File: config.mk
export PLATFORM = sky130hd
export DESIGN_NAME = hysteresis_track
export DESIGN_NICKNAME = d
export VERILOG_FILES = /design/src/rtl/edge_pkg.sv /design/src/rtl/line_buffer2.sv /design/src/rtl/hysteresis_track.sv
export SDC_FILE = /design/constraint.sdc
export NUM_CORES = 2
export LEC_CHECK = 0
export BUFFER_PORTS_ARGS = -buffer_cell sky130_fd_sc_hd__buf_4
export CAP_MARGIN = 20
export CORE_ASPECT_RATIO = 0.8
export CORE_UTILIZATION = 50
export DETAILED_ROUTE_END_ITERATION = 10
export PLACE_DENSITY = 0.74
export SLEW_MARGIN = 5
export SYNTH_ARGS = -nofsm -noshare
export SYNTH_HDL_FRONTEND = slang
export SYNTH_SLANG_ARGS = --single-unit
File: constraint.sdc
create_clock -name clk -period 82.7 [get_ports clk]
set_clock_uncertainty 0.05 [all_clocks]
set_input_delay 20.675 -clock clk [delete_from_list [all_inputs] [get_ports clk]]
set_output_delay 20.675 -clock clk [all_outputs]
set_load 0.01 [all_outputs]
File: src/rtl/edge_pkg.sv
// edge_pkg
//   Shared definitions for the edge-detection pipeline: threshold class
//   encodings, final edge-map pixel values, the hysteresis tracker's FSM
//   state constants and a helper that folds the unused class code onto
//   "strong".
package edge_pkg;

  // Threshold classes carried in pixel bits [1:0]
  localparam logic [1:0] CLS_NONE   = 2'd0;
  localparam logic [1:0] CLS_WEAK   = 2'd1;
  localparam logic [1:0] CLS_STRONG = 2'd2;

  // Final edge-map pixel values
  localparam logic [7:0] EDGE_ON  = 8'd255;
  localparam logic [7:0] EDGE_OFF = 8'd0;

  // Hysteresis tracker FSM states
  localparam logic [1:0] ST_IDLE  = 2'd0;
  localparam logic [1:0] ST_FILL  = 2'd1;
  localparam logic [1:0] ST_RUN   = 2'd2;
  localparam logic [1:0] ST_FLUSH = 2'd3;

  // Code 3 is not produced by the threshold stage on purpose; treat it as
  // strong so every 2-bit value has a defined meaning downstream.
  function automatic logic [1:0] norm_class(input logic [1:0] raw);
    return (raw == 2'd3) ? CLS_STRONG : raw;
  endfunction

endpackage

File: src/rtl/line_buffer2.sv
// line_buffer2
//   One line of 2-bit class values, DEPTH entries deep, mapped onto block
//   RAM: one write port and one read port with a registered read.
//   Contents are deliberately not reset; the tracker masks rows that were
//   not yet written in the current frame.
//
// Ports
//   clk      : clock
//   wr_en    : write wr_data at wr_addr this cycle
//   wr_addr  : write column
//   wr_data  : class value to store
//   rd_addr  : read column (sampled every cycle)
//   rd_data  : contents of rd_addr as of the previous rising edge
module line_buffer2
  import edge_pkg::*;
#(
  parameter int DEPTH = 640,
  parameter int AW    = $clog2(DEPTH)
) (
  input  logic          clk,
  input  logic          wr_en,
  input  logic [AW-1:0] wr_addr,
  input  logic [1:0]    wr_data,
  input  logic [AW-1:0] rd_addr,
  output logic [1:0]    rd_data
);

  logic [1:0] mem [DEPTH];

  always_ff @(posedge clk) begin
    if (wr_en) begin
      mem[wr_addr] <= wr_data;
    end
    rd_data <= mem[rd_addr];
  end

endmodule

File: src/rtl/hysteresis_track.sv
// hysteresis_track
//   Single-pass hysteresis edge tracking over a raster stream of threshold
//   classes. A 3x3 window slides over the frame; a centre pixel becomes an
//   edge if it is strong, or weak with at least one strong 8-neighbour.
//   Border pixels are always 0. Output for centre index j is produced one
//   cycle after pixel j+IMG_WIDTH+1 (its bottom-right neighbour) is
//   accepted; the tail of the frame is flushed with class-0 fill.
//
// Ports
//   clk       : clock, rising edge
//   rst_n     : asynchronous active-low reset
//   in_valid  : in_pix/in_sof valid
//   in_ready  : input accepted this cycle when in_valid is high
//   in_sof    : accepted pixel is (0,0) of a new frame
//   in_pix    : class in bits [1:0]; bits [7:2] ignored
//   out_valid : out_pix carries one final pixel
//   out_pix   : 255 = edge, 0 = no edge; held while out_valid is low
module hysteresis_track
  import edge_pkg::*;
#(
  parameter int IMG_WIDTH  = 640,
  parameter int IMG_HEIGHT = 480
) (
  input  logic       clk,
  input  logic       rst_n,
  input  logic       in_valid,
  output logic       in_ready,
  input  logic       in_sof,
  input  logic [7:0] in_pix,
  output logic       out_valid,
  output logic [7:0] out_pix
);

  localparam int CW = $clog2(IMG_WIDTH);
  // Rows count past the last line while flushing (virtual rows H and H+1)
  localparam int RW = $clog2(IMG_HEIGHT + 2);
  localparam logic [CW-1:0] COL_LAST = CW'(IMG_WIDTH - 1);
  localparam logic [RW-1:0] ROW_LAST = RW'(IMG_HEIGHT - 1);

  logic [1:0]    state_reg, state_next;
  logic [RW-1:0] row_reg, orow_reg, pos_row, adv_row;
  logic [CW-1:0] col_reg, ocol_reg, pos_col, adv_col, rd_col;
  logic          accept, sof_take, pix_take, flush_step, step, emit;
  logic [1:0]    lb1_rd, lb2_rd, new_top, new_mid, new_bot;
  logic [1:0]    win_reg  [9];
  logic [1:0]    win_next [9];
  logic [8:0]    strong_vec;
  logic          strong_nb, center_edge, out_border, last_out;
  logic [5:0]    unused_pix_bits;

  assign unused_pix_bits = in_pix[7:2];

  // Combinational on rst_n so the port reads 0 throughout reset
  assign in_ready = rst_n && (state_reg != ST_FLUSH);

  assign accept     = in_valid && in_ready;
  assign sof_take   = accept && in_sof;
  assign pix_take   = accept && !in_sof &&
                      ((state_reg == ST_FILL) || (state_reg == ST_RUN));
  assign flush_step = (state_reg == ST_FLUSH);
  // step: the window advances by one raster position (real or flush fill)
  assign step       = sof_take || pix_take || flush_step;
  assign emit       = (pix_take && (state_reg == ST_RUN)) || flush_step;

  // Raster position of the pixel entering the window this cycle, and the
  // position after it. The read address runs one column ahead so the
  // registered RAM read is already valid when the pixel arrives; during a
  // stall the address holds and the read data stays put.
  always_comb begin
    pos_row = sof_take ? '0 : row_reg;
    pos_col = sof_take ? '0 : col_reg;
    if (pos_col == COL_LAST) begin
      adv_col = '0;
      adv_row = pos_row + RW'(1);
    end else begin
      adv_col = pos_col + CW'(1);
      adv_row = pos_row;
    end
    rd_col = step ? adv_col : col_reg;
  end

  // New window column: two lines above, one line above, current pixel.
  // Line-buffer data is only trusted once that line was written this frame.
  assign new_top = (pos_row >= RW'(2)) ? lb2_rd : CLS_NONE;
  assign new_mid = (pos_row >= RW'(1)) ? lb1_rd : CLS_NONE;
  assign new_bot = flush_step ? CLS_NONE : norm_class(in_pix[1:0]);

  line_buffer2 #(.DEPTH(IMG_WIDTH)) u_lb1 (
    .clk     (clk),
    .wr_en   (step),
    .wr_addr (pos_col),
    .wr_data (new_bot),
    .rd_addr (rd_col),
    .rd_data (lb1_rd)
  );

  line_buffer2 #(.DEPTH(IMG_WIDTH)) u_lb2 (
    .clk     (clk),
    .wr_en   (step),
    .wr_addr (pos_col),
    .wr_data (new_mid),
    .rd_addr (rd_col),
    .rd_data (lb2_rd)
  );

  // Window is indexed col*3+row: column 0 oldest, row 0 top; centre is 4.
  genvar gi;
  generate
    for (gi = 0; gi < 3; gi++) begin : g_shift
      assign win_next[gi]     = win_reg[gi + 3];
      assign win_next[gi + 3] = win_reg[gi + 6];
    end
    for (gi = 0; gi < 9; gi++) begin : g_strong
      assign strong_vec[gi] = (win_next[gi] == CLS_STRONG);
    end
  endgenerate
  assign win_next[6] = new_top;
  assign win_next[7] = new_mid;
  assign win_next[8] = new_bot;

  // Decision uses the window after this step's shift. Window columns that
  // wrap across a line only ever surround border centres, which are forced
  // to 0, so no cross-line pixel influences a result.
  assign strong_nb   = |(strong_vec & 9'b111_101_111);
  assign center_edge = (win_next[4] == CLS_STRONG) ||
                       ((win_next[4] == CLS_WEAK) && strong_nb);
  assign out_border  = (orow_reg == '0) || (orow_reg == ROW_LAST) ||
                       (ocol_reg == '0) || (ocol_reg == COL_LAST);
  assign last_out    = (orow_reg == ROW_LAST) && (ocol_reg == COL_LAST);

  always_comb begin
    state_next = state_reg;
    case (state_reg)
      ST_IDLE: begin
        if (sof_take) state_next = ST_FILL;
      end
      ST_FILL: begin
        if (sof_take) begin
          state_next = ST_FILL;
        end else if (pix_take && (pos_row == RW'(1)) && (pos_col == '0)) begin
          // pixel IMG_WIDTH accepted: window now reaches the first centre
          state_next = ST_RUN;
        end
      end
      ST_RUN: begin
        if (sof_take) begin
          state_next = ST_FILL;
        end else if (pix_take && (pos_row == ROW_LAST) && (pos_col == COL_LAST)) begin
          state_next = ST_FLUSH;
        end
      end
      default: begin
        if (last_out) state_next = ST_IDLE;
      end
    endcase
  end

  always_ff @(posedge clk or negedge rst_n) begin
    if (!rst_n) begin
      state_reg <= ST_IDLE;
      row_reg   <= '0;
      col_reg   <= '0;
      orow_reg  <= '0;
      ocol_reg  <= '0;
      out_valid <= 1'b0;
      out_pix   <= EDGE_OFF;
      for (int i = 0; i < 9; i++) begin
        win_reg[i] <= CLS_NONE;
      end
    end else begin
      state_reg <= state_next;
      out_valid <= emit;
      if (emit) begin
        out_pix <= (!out_border && center_edge) ? EDGE_ON : EDGE_OFF;
      end
      if (step) begin
        win_reg <= win_next;
        row_reg <= adv_row;
        col_reg <= adv_col;
      end
      // Output position counter: restarts with every new frame
      if (sof_take) begin
        orow_reg <= '0;
        ocol_reg <= '0;
      end else if (emit) begin
        if (ocol_reg == COL_LAST) begin
          ocol_reg <= '0;
          orow_reg <= orow_reg + RW'(1);
        end else begin
          ocol_reg <= ocol_reg + CW'(1);
        end
      end
    end
  end

endmodule
==> run_results.csv <==
group,metric,value,unit
sta,fin_hold_ws,433,ps
setup_path,arr_time_crit_path,21680,ps
layout,share_of_final_layout_standard_cells_stronger_than_drive_strength_1,12.3,%
global_routing,initial_antenna_violation_count,21,
die,die_w,516,um
hold_path,worstHoldEndpoint,"win_next[14]",
detailed_routing,antenna_left,0,
die,floorplan.io_pins,22,
cts,clock_tree.root_cell,"sky130_fd_sc_hd__clkbuf_16",
layout,instances_no_fill,9988,
global_routing,grt_start_max_net_pins,244,
power_and_ir_drop,power-per-cell-area,31.8,nW/um^2
die,design.core.area,209000,um^2
sta,finalSetupViolCount,0,
setup_path,critPathBufInv,2,
cts,tritoncts_clock_tree,"yes",
cts,cts.clk_slew.worst_paths,60,ps
logic_synthesis,post_synth_most_frequent_cells,"2560 x sky130_fd_sc_hd__edfxtp_1, 1203 x sky130_fd_sc_hd__nand2_1, 739 x sky130_fd_sc_hd__nor2_1",
placed_design,gp_congestion,0.912,
setup_path,reg2reg_setup_slack,73700,ps
die,floorplan.die.height,413,um
die,start_util,50.4,%
global_routing,grt_pass1_wl,446,mm
sta,highest_attainable_clock_frequency,23.6,MHz
sta,timing.final.hold_violations,0,
logic_synthesis,synthMuxAreaShare,7.20,%
die,die_area,213000,um^2
logic_synthesis,yosys.area_share.simple,10.5,%
hold_path,min_delay_path_depth,2,
placed_design,placement.io_buffers,15,
setup_path,crit_chain,"buf_4 -> nor2b_1 -> buf_4",
logic_synthesis,syn-mean-instance-area,15.0,um^2
hold_path,hold_path_class,"reg2reg",
global_routing,total_global_route_track_usage,29.4,%
global_routing,grt_overflow,0,
logic_synthesis,synth_largest_area_cell,"sky130_fd_sc_hd__edfxtp_1",
setup_path,path_common_cell,"sky130_fd_sc_hd__buf_4",
detailed_routing,routed-via-count,66872,
status,status,"complete, no violations",
setup_path,worstReg2RegEnd,"u_lb1.rd_data[0]",
cts,hold_buffers,0,
logic_synthesis,synth-main-ff-cell,"sky130_fd_sc_hd__edfxtp_1",
logic_synthesis,synth-xor-area-share,0.141,%
logic_synthesis,postSynthRegisterBits,2618,
die,row_count,150,
placed_design,placed_cell_area,109000,um^2
setup_path,critical_path_source_type,"input port",
logic_synthesis,synth_top_area_share,72.9,%
logic_synthesis,synth-compound-area-share,5.39,%
cts,post_cts_buffers,0,
logic_synthesis,synth_fa_ha_area_share,0.178,%
layout,area_delta_synth_final,10.1,%
hold_path,worst_hold_startpoint,"win_next[14]",
sta,final_period_minus_worst_setup_slack,42400,ps
logic_synthesis,yosys_warnings,0,
layout,design.final.nets,6989,
detailed_routing,wl_per_cell,31.6,um
logic_synthesis,distinct_cell_type_count_after_synthesis,92,
power_and_ir_drop,vdd_ir_drop_max,0.0000426,V
sta,fin_crit_sh,51.3,%
setup_path,required_time_of_the_worst_setup_path,61980,ps
logic_synthesis,synthCells,7016,
cts,numClockSinks,2618,
setup_path,r2r.worst_path.cells,21,
placed_design,pre_cts_ws,40260,ps
setup_path,timing.rr.start,"state_reg[0]",
logic_synthesis,synth_enable_flop_cells,2560,
detailed_routing,route.detailed.vias_per_inst,6.70,
setup_path,critical_path.top_delay_family,"buffers and inverters",
logic_synthesis,synth_top_cells_by_area,"sky130_fd_sc_hd__edfxtp_1 73%, sky130_fd_sc_hd__mux4_2 5.9%, sky130_fd_sc_hd__nand2_1 4.3%",
detailed_routing,routed_wirelength,316,mm
global_routing,grt_pass1_vias,62780,
logic_synthesis,ffs_w_async_s_r_synth,2.06,%
setup_path,critical_path.max_stage_delay,620,ps
sta,finalWorstSetupSlack,40300,ps
layout,finish.instance_area,116000,um^2
detailed_routing,drt_first_iter_violations,12885,
job,maxCapViolations,0,
logic_synthesis,synth.cell_area,105000,um^2
sta,rsz0062_at_grt,"false",
detailed_routing,post-route-drc-count,0,
logic_synthesis,synth_most_common_cell,"sky130_fd_sc_hd__edfxtp_1",
layout,fill_cells,15762,
setup_path,element_type_at_the_critical_path_end,"output pin",
detailed_routing,dr.pass1.iters,8,
setup_path,critical_path.max_fanout,64,
power_and_ir_drop,power.leakage,0.0367,uW
cts,cts_max_path_buffers,3,
placed_design,hpwlAfterDp,179,mm
cts,worstSkewPairLatency,890,ps
setup_path,timing.critical_path.slowest_stage_cell,"sky130_fd_sc_hd__buf_4",
sta,tns,0,ps
setup_path,criticalPathCategory,"in2out",
logic_synthesis,combinational_family_with_the_most_area_after_synthesis,"simple AND/OR/NAND/NOR gates",
logic_synthesis,nets_in_the_synthesized_netlist,7043,
cts,htreeDepth,4,
sta,timing_max_transition_violations_final,0,
sta,slew_headroom,3.99,%
sta,worst_pin_slew,1430,ps
logic_synthesis,ys_seq_area_share,74.2,%
placed_design,dp_cells,9539,
cts,postCtsResizedCells,0,
cts,tritoncts.num_buffers,227,
==> layer usage <==
metal  GRT usage (%)  vias to the layer above  share of wire [%]
met5               0                        -              0.052
met4            13.2                       18                4.7
met3            12.6                      847                 18
met2            40.6                     5971                 42
met1            40.4                    33267                 36
li1                -                    26769                  -
==> per-stage QoR <==
step                utilization, %  power, uW
floorplan                        -       2260
global placement              51.9       2590
detailed placement            51.9       2610
CTS                           55.4       3650
global route                  55.5       3770
finish                        55.5       3690
==> cell usage in the layout, fill, tap and decap left out, drive strengths merged, types with 22 or more instances in the layout <==
cell type  instances
diode             22
clkbuf           287
a32oi             65
clkinv           102
a31oi            113
nand4             75
mux2              22
a211oi            41
o2111ai           29
inv               43
nor4              23
a221oi            35
a21oi            188
o22ai             25
o21ai            116
o211ai            30
dfrtp             54
bufinv            24
nand3            428
nand2           1203
mux4             279
nor2             741
buf              194
a22oi             58
nor3              48
and3              35
mux2i            104
edfxtp          2560
==> report_power, final <==
| part | internal [uW] | total [uW] | switching, uW |
|---|---|---|---|
| Clock | 586 | 1070 | 482 |
| Sequential | 1470 | 1470 | 5.72 |
| Combinational | 347 | 1150 | 804 |
==> how the worst max path moves through the flow <==
| stage | startpoint | end | depth (start not counted) |
|---|---|---|---|
| final | rst_n | in_ready | 3 |
| after global routing | rst_n | in_ready | 3 |
| after CTS | rst_n | in_ready | 3 |
| after detailed placement | rst_n | in_ready | 3 |
| after global placement | rst_n | in_ready | 3 |
| after floorplan | in_pix[1] | u_lb1.mem[0][0] | 1 |
==> worst min-delay path: stages, from the launching register on <==
cell and delay (ps):
sky130_fd_sc_hd__dfrtp_1 350, sky130_fd_sc_hd__nand2_1 50, sky130_fd_sc_hd__nand2_1 50
==> cells by family (layout without fill, tap and decap cells) <==
logic type	Yosys count	after routing
fa+ha+maj	15	15
xor+xnor	17	17
buf+inv	518	656
flops	2618	2618
compound gates	829	829
mux	405	405
simple gates	2614	2614
other cells	0	22
==> cell type report <==
type                            instances  area (um^2)  share of cell area [%]
Clock buffer                          287         5990                    5.16
Inverter                               41          184                   0.158
Timing Repair Buffer                  194         1620                    1.40
Clock inverter                        134         1320                    1.13
Multi-Input combinational cell       3880        25100                    21.6
Antenna cell                           22         55.1                  0.0474
Tap cell                             2812         3520                    3.03
Sequential cell                      2618        78300                    67.4
Power figures use the tool's default switching activity.
